[src/rtl/button_step.sv]
// Two-button conditioner: sync, debounce and one-cycle step pulses.
// Define BUTTON_STEP_REPEAT_EN to build the hold-to-repeat pulse train.
module button_step #(
    parameter int DEBOUNCE_CYC     = 50000,
    parameter int REPEAT_DELAY_CYC = 25000000,
    parameter int REPEAT_RATE_CYC  = 5000000
) (
    input  logic i_clk,
    input  logic i_rst,
    input  logic i_btn_plus,
    input  logic i_btn_minus,
    output logic o_plus,
    output logic o_minus,
    output logic o_held,
    output logic o_lock
);

    localparam int DW = $clog2(DEBOUNCE_CYC + 1);
    localparam logic [DW-1:0] DEB_LAST = DW'(DEBOUNCE_CYC - 1);

    typedef enum logic [1:0] {
        IDLE,
        HOLD_PLUS,
        HOLD_MINUS,
        LOCKOUT
    } state_t;

    state_t     state;
    state_t     state_d;
    logic [1:0] meta;
    logic [1:0] sync;
    logic [1:0] deb;
    logic       deb_p;
    logic       deb_m;
    logic       in_hold;
    logic       rep_due;
    logic       plus_d;
    logic       minus_d;

    always_ff @(posedge i_clk or negedge i_rst) begin
        if (!i_rst) begin
            meta <= 2'b00;
            sync <= 2'b00;
        end else begin
            meta <= {i_btn_minus, i_btn_plus};
            sync <= meta;
        end
    end

    // Bit 0 is plus, bit 1 is minus.
    for (genvar g = 0; g < 2; g++) begin : g_deb
        logic [DW-1:0] cnt;
        logic          stable;

        always_ff @(posedge i_clk or negedge i_rst) begin
            if (!i_rst) begin
                cnt    <= '0;
                stable <= 1'b0;
            end else if (sync[g] == stable) begin
                cnt <= '0;
            end else if (cnt == DEB_LAST) begin
                cnt    <= '0;
                stable <= ~stable;
            end else begin
                cnt <= cnt + 1'b1;
            end
        end

        assign deb[g] = stable;
    end

    assign deb_p   = deb[0];
    assign deb_m   = deb[1];
    assign in_hold = (state == HOLD_PLUS) || (state == HOLD_MINUS);

`ifdef BUTTON_STEP_REPEAT_EN
    localparam int RMAX = (REPEAT_DELAY_CYC > REPEAT_RATE_CYC) ?
                          REPEAT_DELAY_CYC : REPEAT_RATE_CYC;
    localparam int RW = $clog2(RMAX + 1);
    localparam logic [RW-1:0] DELAY_LAST = RW'(REPEAT_DELAY_CYC - 1);
    localparam logic [RW-1:0] RATE_LAST  = RW'(REPEAT_RATE_CYC - 1);

    logic [RW-1:0] rcnt;
    logic          rep_phase;

    assign rep_due = in_hold &&
                     (rep_phase ? (rcnt == RATE_LAST) : (rcnt == DELAY_LAST));

    // Entry into HOLD happens from a non-hold state, so clearing on
    // !in_hold also restarts the delay for every new press.
    always_ff @(posedge i_clk or negedge i_rst) begin
        if (!i_rst) begin
            rcnt      <= '0;
            rep_phase <= 1'b0;
        end else if (!in_hold || (state_d != state)) begin
            rcnt      <= '0;
            rep_phase <= 1'b0;
        end else if (rep_due) begin
            rcnt      <= '0;
            rep_phase <= 1'b1;
        end else begin
            rcnt <= rcnt + 1'b1;
        end
    end
`else
    assign rep_due = 1'b0;
`endif

    always_ff @(posedge i_clk or negedge i_rst) begin
        if (!i_rst) begin
            state   <= IDLE;
            o_plus  <= 1'b0;
            o_minus <= 1'b0;
        end else begin
            state   <= state_d;
            o_plus  <= plus_d;
            o_minus <= minus_d;
        end
    end

    // The other button rising wins over both release and a due repeat.
    always_comb begin
        state_d = state;
        unique case (state)
            IDLE: begin
                if (deb_p && deb_m)
                    state_d = LOCKOUT;
                else if (deb_p)
                    state_d = HOLD_PLUS;
                else if (deb_m)
                    state_d = HOLD_MINUS;
            end
            HOLD_PLUS: begin
                if (deb_m)
                    state_d = LOCKOUT;
                else if (!deb_p)
                    state_d = IDLE;
            end
            HOLD_MINUS: begin
                if (deb_p)
                    state_d = LOCKOUT;
                else if (!deb_m)
                    state_d = IDLE;
            end
            LOCKOUT: begin
                if (!deb_p && !deb_m)
                    state_d = IDLE;
            end
            default: state_d = IDLE;
        endcase
    end

    always_comb begin
        plus_d  = 1'b0;
        minus_d = 1'b0;
        unique case (state)
            IDLE: begin
                plus_d  = (state_d == HOLD_PLUS);
                minus_d = (state_d == HOLD_MINUS);
            end
            HOLD_PLUS:  plus_d  = (state_d == HOLD_PLUS) && rep_due;
            HOLD_MINUS: minus_d = (state_d == HOLD_MINUS) && rep_due;
            default: begin
                plus_d  = 1'b0;
                minus_d = 1'b0;
            end
        endcase
    end

    assign o_held = in_hold;
    assign o_lock = (state == LOCKOUT);

endmodule

[config.mk]
export PLATFORM = sky130hd
export DESIGN_NAME = button_step
export DESIGN_NICKNAME = d
export VERILOG_FILES = /design/src/rtl/button_step.sv
export SDC_FILE = /design/constraint.sdc
export NUM_CORES = 1
export LEC_CHECK = 0
export BUFFER_PORTS_ARGS = -buffer_cell sky130_fd_sc_hd__buf_2
export CORE_MARGIN = 4
export CORE_UTILIZATION = 50
export DETAILED_ROUTE_END_ITERATION = 10
export PLACE_DENSITY = 0.74
export RECOVER_POWER = 25
export SYNTH_ARGS = -nofsm -noshare
export SYNTH_HDL_FRONTEND = slang
export SYNTH_SLANG_ARGS = --single-unit
export TNS_END_PERCENT = 10
[constraint.sdc]
create_clock -name i_clk -period 2.2 [get_ports i_clk]
set_clock_uncertainty 0.2 [all_clocks]
set_input_delay 0.33 -clock i_clk [delete_from_list [all_inputs] [get_ports i_clk]]
set_output_delay 0.33 -clock i_clk [all_outputs]
set_load 0.1 [all_outputs]
==> results.py, run 1 <==
metrics = {
    "finish": {
        "areaGrowthSynthToFinish_pct": 12.4,
        "regArea_sq_um": 1050,
        "finalNetCount": 230,
        "final.fill_count": 309,
        "layout_common_cells": "nor2_1, dfrtp_1, xnor2_1",
        "drive_gt1_share_pct": 11.8,
        "multiInputGateArea_sq_um": 936,
        "layout_commonest_cell": "nor2_1",
        "fin_cells": 271,
        "n_antenna_cell": 0,
    },
    "timing": {
        "slew-limit-headroom_pct": 33.8,
        "slew_viol_final": 0,
        "setup_viol_count_final": 0,
        "hold_ws_ps": 153,
        "fin_crit_ps": 2080,
        "tightest_slew_ps": 994,
        "period_share_pct": 94.7,
        "hold_viol": 0,
        "rsz0062_at_grt": "false",
        "fin_tns_setup_ps": 0,
        "fmax_ghz": 0.480,
    },
    "synthesis": {
        "synthDistinctLibCells": 26,
        "synth.area.top_cells": "dfrtp_1, xnor2_1, nor2_1",
        "synth_top_area_share_pct": 51.3,
        "synth_top_cell_by_area": "dfrtp_1",
        "synth-seq-cells": 42,
        "syn_area_sq_um": 2050,
        "syn-num-nets": 210,
        "ys_warn_count": 0,
        "yosysSeqAreaShare_pct": 51.3,
        "avgSynthCellArea_sq_um": 10.3,
        "netlist_instances": 200,
    },
    "setup_path": {
        "cp_top_family": "buffers and inverters",
        "worstPathMaxFanout": 6,
        "crit_type": "flip-flop to primary output",
        "max_stage_delay_ps": 450,
        "crit_arrival_ps": 1550,
        "endpoint_kind": "primary output",
        "critPathRequiredTime_ps": 1670,
        "start_kind": "flip-flop",
        "crit_buf_inv": 2,
        "cp_slowest_cell": "dfrtp_1",
        "cp_cell_sequence": "inv_1 > ha_1 > buf_2",
    },
    "global_route": {
        "grt_use_total_pct": 15.1,
        "antenna_found_initial": 0,
        "grt_pass1_wl_microns": 6260,
        "grt_max_degree": 43,
        "grt_pass1_vias": 1408,
        "grt-ovfl-total": 0,
    },
    "routing": {
        "drc": 0,
        "wire_per_inst_microns": 12.8,
        "first_pass_iters": 4,
        "vias": 1431,
        "antenna_left": 0,
        "vias_per_cell": 5.28,
        "routed_wl_microns": 3480,
        "initialDrtViolationCount": 122,
    },
    "clock_network": {
        "ctsLongestPathBuffers": 2,
        "ctsHoldBuffers": 3,
        "clk_pin_slew_ps": 80,
        "cts_made_buffers": 5,
        "clk_latency_ps": 290,
        "clock-root-buffer": "clkbuf_8",
        "cts_resized": 0,
        "cts_setup_buffers": 0,
        "cts_sinks": 42,
        "cts_max_level": 2,
        "cts_tree": "yes",
    },
    "floorplanning": {
        "std_cell_rows": 23,
        "dieArea_sq_um": 5190,
        "die_x_microns": 72.0,
        "core_area_sq_um": 3970,
        "initial_core_util_pct": 51.6,
        "io_pins": 8,
        "die_y_microns": 72.0,
    },
    "power": {
        "leakage_nw": 1.00,
        "pwr_density_cell_nw_per_um2": 624,
        "p_sw_share_pct": 20.4,
        "clockPowerShare_pct": 40.8,
        "power.share.sequential_pct": 55.2,
        "p_int_w": 0.00114,
        "p_switching_w": 0.000293,
        "ir_drop_uv": 373,
        "p_comb_share_pct": 4.0,
    },
    "placement": {
        "place.gp.congestion": 0.795,
        "dpl.hpwl_microns": 2460,
        "numPlacedInstances": 260,
        "portBuffers": 7,
    },
    "min_path": {
        "hp-class": "flip-flop to flip-flop",
    },
    "job": {
        "maxCapViolCount": 0,
    },
    "run_status": {
        "status": "completed",
    },
}
cells by family (layout without fill, tap and decap cells):
kind of cell             count (synthesis)  count (layout)  synth area share (%)
adder cells (fa/ha/maj)                  6               6                  3.66
buffers and inverters                   13              34                  3.11
XOR/XNOR                                30              30                  12.8
AND/OR/NAND/NOR                         95              95                  22.3
AO/OA/AOI/OAI                           12              12                  5.74
flip-flops                              42              42                  51.3
multiplexers                             2               2                  1.10
power groups by stage:
stage / Combinational (W) / Clock (W) / Sequential (W)
2_1_floorplan: 0.0000283 / 0 / 0.000807
3_3_place_gp: 0.0000532 / 0 / 0.000809
3_5_place_dp: 0.0000552 / 0 / 0.000810
4_1_cts: 0.0000597 / 0.000605 / 0.000794
5_1_grt: 0.0000657 / 0.000643 / 0.000797
6_report: 0.0000571 / 0.000587 / 0.000794
flip-flops by register name, indices dropped and copies added (netlist names):
name and cells:
g_deb.cnt 32, meta 2, state 2, sync 2, deb_m 1, deb_p 1, o_minus 1, o_plus 1
final cells by class:
type	count	area share, %
well taps	50	2.71
flip-flops and latches	42	45.6
clock inverters	2	1.63
multi-input cells	145	40.6
repair buffers	16	4.67
clock buffers	6	3.15
inverters	10	1.63
stage by stage:
| stage | power (W) | instance area (sq um) | util [%] | setup slack [ps] |
|---|---|---|---|---|
| 5_1_grt | 0.00151 | 2300 | 58.0 | 45.5 |
| 6_report | 0.00144 | 2300 | 58.0 | 118 |
| 3_3_place_gp | 0.000862 | 2170 | 54.6 | 259 |
| 3_5_place_dp | 0.000865 | 2170 | 54.6 | 213 |
| 2_1_floorplan | 0.000836 | 2050 | - | 146 |
| 4_1_cts | 0.00146 | 2310 | 58.1 | 108 |
per-layer routing:
| layer | share of wire (%) | vias to the layer above | global-route usage (%) |
|---|---|---|---|
| met5 | 0 | - | 0 |
| met4 | 0.26 | 0 | 3.55 |
| met3 | 3.0 | 2 | 4.16 |
| met2 | 51 | 22 | 25.4 |
| met1 | 46 | 690 | 19.6 |
| li1 | - | 717 | - |
cell usage after synthesis:
library cell	instances
xnor2_1	24
clkbuf_1	1
mux2_2	2
nor4b_2	1
inv_1	10
o21ai_0	3
nand2_1	7
xor2_1	6
nor2_1	46
nand3_1	10
nor4_1	11
and2_1	2
o21bai_1	1
o211a_1	1
dfrtp_1	42
ha_1	6
o41ai_4	2
o21a_1	1
nand3b_1	3
buf_6	2
a21oi_1	3
or3_4	1
nor3_1	7
and3_1	1
nand4_1	6
a211oi_1	1
worst paths after layout:
kind / startpoint / end / slack, ps / cells past startpoint
min in group asynchronous: i_rst / g_deb[0].cnt[3] / 610 / 3
max: state[0] / o_held / 120 / 3
max in group asynchronous: i_rst / g_deb[0].cnt[8] / 560 / 3
max reg2reg: g_deb[0].cnt[0] / deb_p / 220 / 4
min reg2reg: meta[1] / sync[1] / 150 / 0
min: meta[1] / sync[1] / 150 / 0
(Power assumes the default switching activity.)
==> inputs of run 2 (changes only) <==
CORE_MARGIN = 2   (was 4)
GPL_ROUTABILITY_DRIVEN = 1   (was not set)
clock period = 2.44 ns   (was 2.2 ns; I/O delays follow)
==> results.py, run 2 (synthesized netlist as in run 1, its figures left out) <==
metrics = {
    "setup_path": {
        "crit_arrival_ps": 1560,
        "max_stage_delay_ps": 460,
        "cp_top_family": "buffers and inverters",
        "path_depth": 3,
        "worstPathMaxFanout": 6,
        "crit_buf_inv": 2,
        "cp_cell_sequence": "inv_1 > ha_1 > buf_2",
        "crit_type": "flip-flop to primary output",
        "r2r-start": "g_deb[1].cnt[0]",
        "r2r_cells": 4,
        "endpoint_kind": "primary output",
        "start_kind": "flip-flop",
        "ff2ff_setup_slack_ps": 530,
        "critPathRequiredTime_ps": 1870,
        "cp_slowest_cell": "dfrtp_1",
        "rr_endpoint": "deb_m",
    },
    "timing": {
        "fmax_ghz": 0.470,
        "rsz0062_at_grt": "false",
        "hold_viol": 0,
        "period_share_pct": 87.1,
        "fin_crit_ps": 2130,
        "setup_viol_count_final": 0,
        "slew-limit-headroom_pct": 24.1,
        "fin_tns_setup_ps": 0,
        "hold_ws_ps": 153,
        "finalWorstSetupSlack_ps": 314,
        "slew_viol_final": 0,
        "tightest_slew_ps": 1140,
    },
    "global_route": {
        "antenna_found_initial": 0,
        "grt-ovfl-total": 0,
        "grt_use_total_pct": 18.0,
        "grt_pass1_wl_microns": 6200,
        "grt_max_degree": 22,
        "grt_pass1_vias": 1393,
    },
    "power": {
        "ir_drop_uv": 304,
        "pwr_density_cell_nw_per_um2": 539,
        "leakage_nw": 0.993,
    },
    "clock_network": {
        "cts_tree": "yes",
        "clk_latency_ps": 290,
        "ctsLongestPathBuffers": 2,
        "cts_max_level": 2,
        "cts_setup_buffers": 0,
        "cts_resized": 0,
        "clock-root-buffer": "clkbuf_8",
        "cts_made_buffers": 5,
        "clk_pin_slew_ps": 80,
        "cts_sinks": 42,
        "ctsHoldBuffers": 3,
    },
    "finish": {
        "n_antenna_cell": 0,
        "finalNetCount": 230,
        "areaGrowthSynthToFinish_pct": 11.7,
        "largest_register_ffs": 32,
        "regMostFlops": "g_deb.cnt",
        "layout_commonest_cell": "nor2_1",
        "drive_gt1_share_pct": 11.3,
        "regArea_sq_um": 1050,
        "final.fill_count": 350,
        "multiInputGateArea_sq_um": 936,
        "layout_common_cells": "nor2_1, dfrtp_1, xnor2_1",
    },
    "floorplanning": {
        "die_x_microns": 68.0,
        "dieArea_sq_um": 4630,
        "initial_core_util_pct": 51.6,
        "std_cell_rows": 23,
        "io_pins": 8,
        "die_y_microns": 68.0,
        "core_area_sq_um": 3970,
    },
    "routing": {
        "first_pass_iters": 4,
        "vias": 1411,
        "wire_per_inst_microns": 12.8,
        "drc": 0,
        "initialDrtViolationCount": 76,
        "vias_per_cell": 5.21,
        "routed_wl_microns": 3480,
        "antenna_left": 0,
    },
    "min_path": {
        "hp-class": "flip-flop to flip-flop",
        "hold_end": "sync[1]",
        "hold_depth": 0,
        "hold_path.startpoint": "meta[1]",
    },
    "placement": {
        "dpl.hpwl_microns": 2460,
        "place.gp.congestion": 0.764,
        "portBuffers": 7,
        "dp_slack_ps": 544,
    },
    "run_status": {
        "status": "completed",
    },
    "job": {
        "maxCapViolCount": 0,
    },
}
-- run 2: area by class of cell --
cell class,count,area share [%]
Clock buffer,6,3.61
Tap cell,50,2.73
Clock inverter,2,0.546
Inverter,10,1.64
Sequential cell,42,45.9
Timing Repair Buffer,16,4.70
Multi-Input combinational cell,145,40.9
-- run 2: worst max-delay path by stage --
stage | startpoint | endpoint
floorplan | state[0] | o_minus
CTS | state[0] | o_held
detailed placement | g_deb[0].cnt[0] | deb_p
finish | state[0] | o_held
global route | state[0] | o_held
global placement | g_deb[1].cnt[0] | deb_m
-- run 2: stage by stage --
| step | power, W | util [%] | instance area (sq um) | std cells |
|---|---|---|---|---|
| 2_1_floorplan | 0.000754 | - | 2050 | 200 |
| 4_1_cts | 0.00125 | 57.7 | 2290 | 271 |
| 3_5_place_dp | 0.000781 | 54.6 | 2170 | 260 |
| 5_1_grt | 0.00129 | 57.7 | 2290 | 271 |
| 3_3_place_gp | 0.000779 | 54.6 | 2170 | 260 |
| 6_report | 0.00123 | 57.7 | 2290 | 271 |
-- run 2: routing by layer --
metal | GRT usage [%] | vias to the layer above | wire length [microns]
met1 | 23.8 | 675 | 1650
met2 | 28.0 | 21 | 1670
met3 | 5.59 | 2 | 137
li1 | - | 713 | -
met4 | 6.00 | 0 | 19
met5 | 0 | - | 0
-- run 2: report_power, final --
part | internal [W] | switching [W]
Combinational | 0.0000213 | 0.0000319
Clock | 0.000227 | 0.000237
Sequential | 0.000707 | 0.00000907
Total | 0.000955 | 0.000278
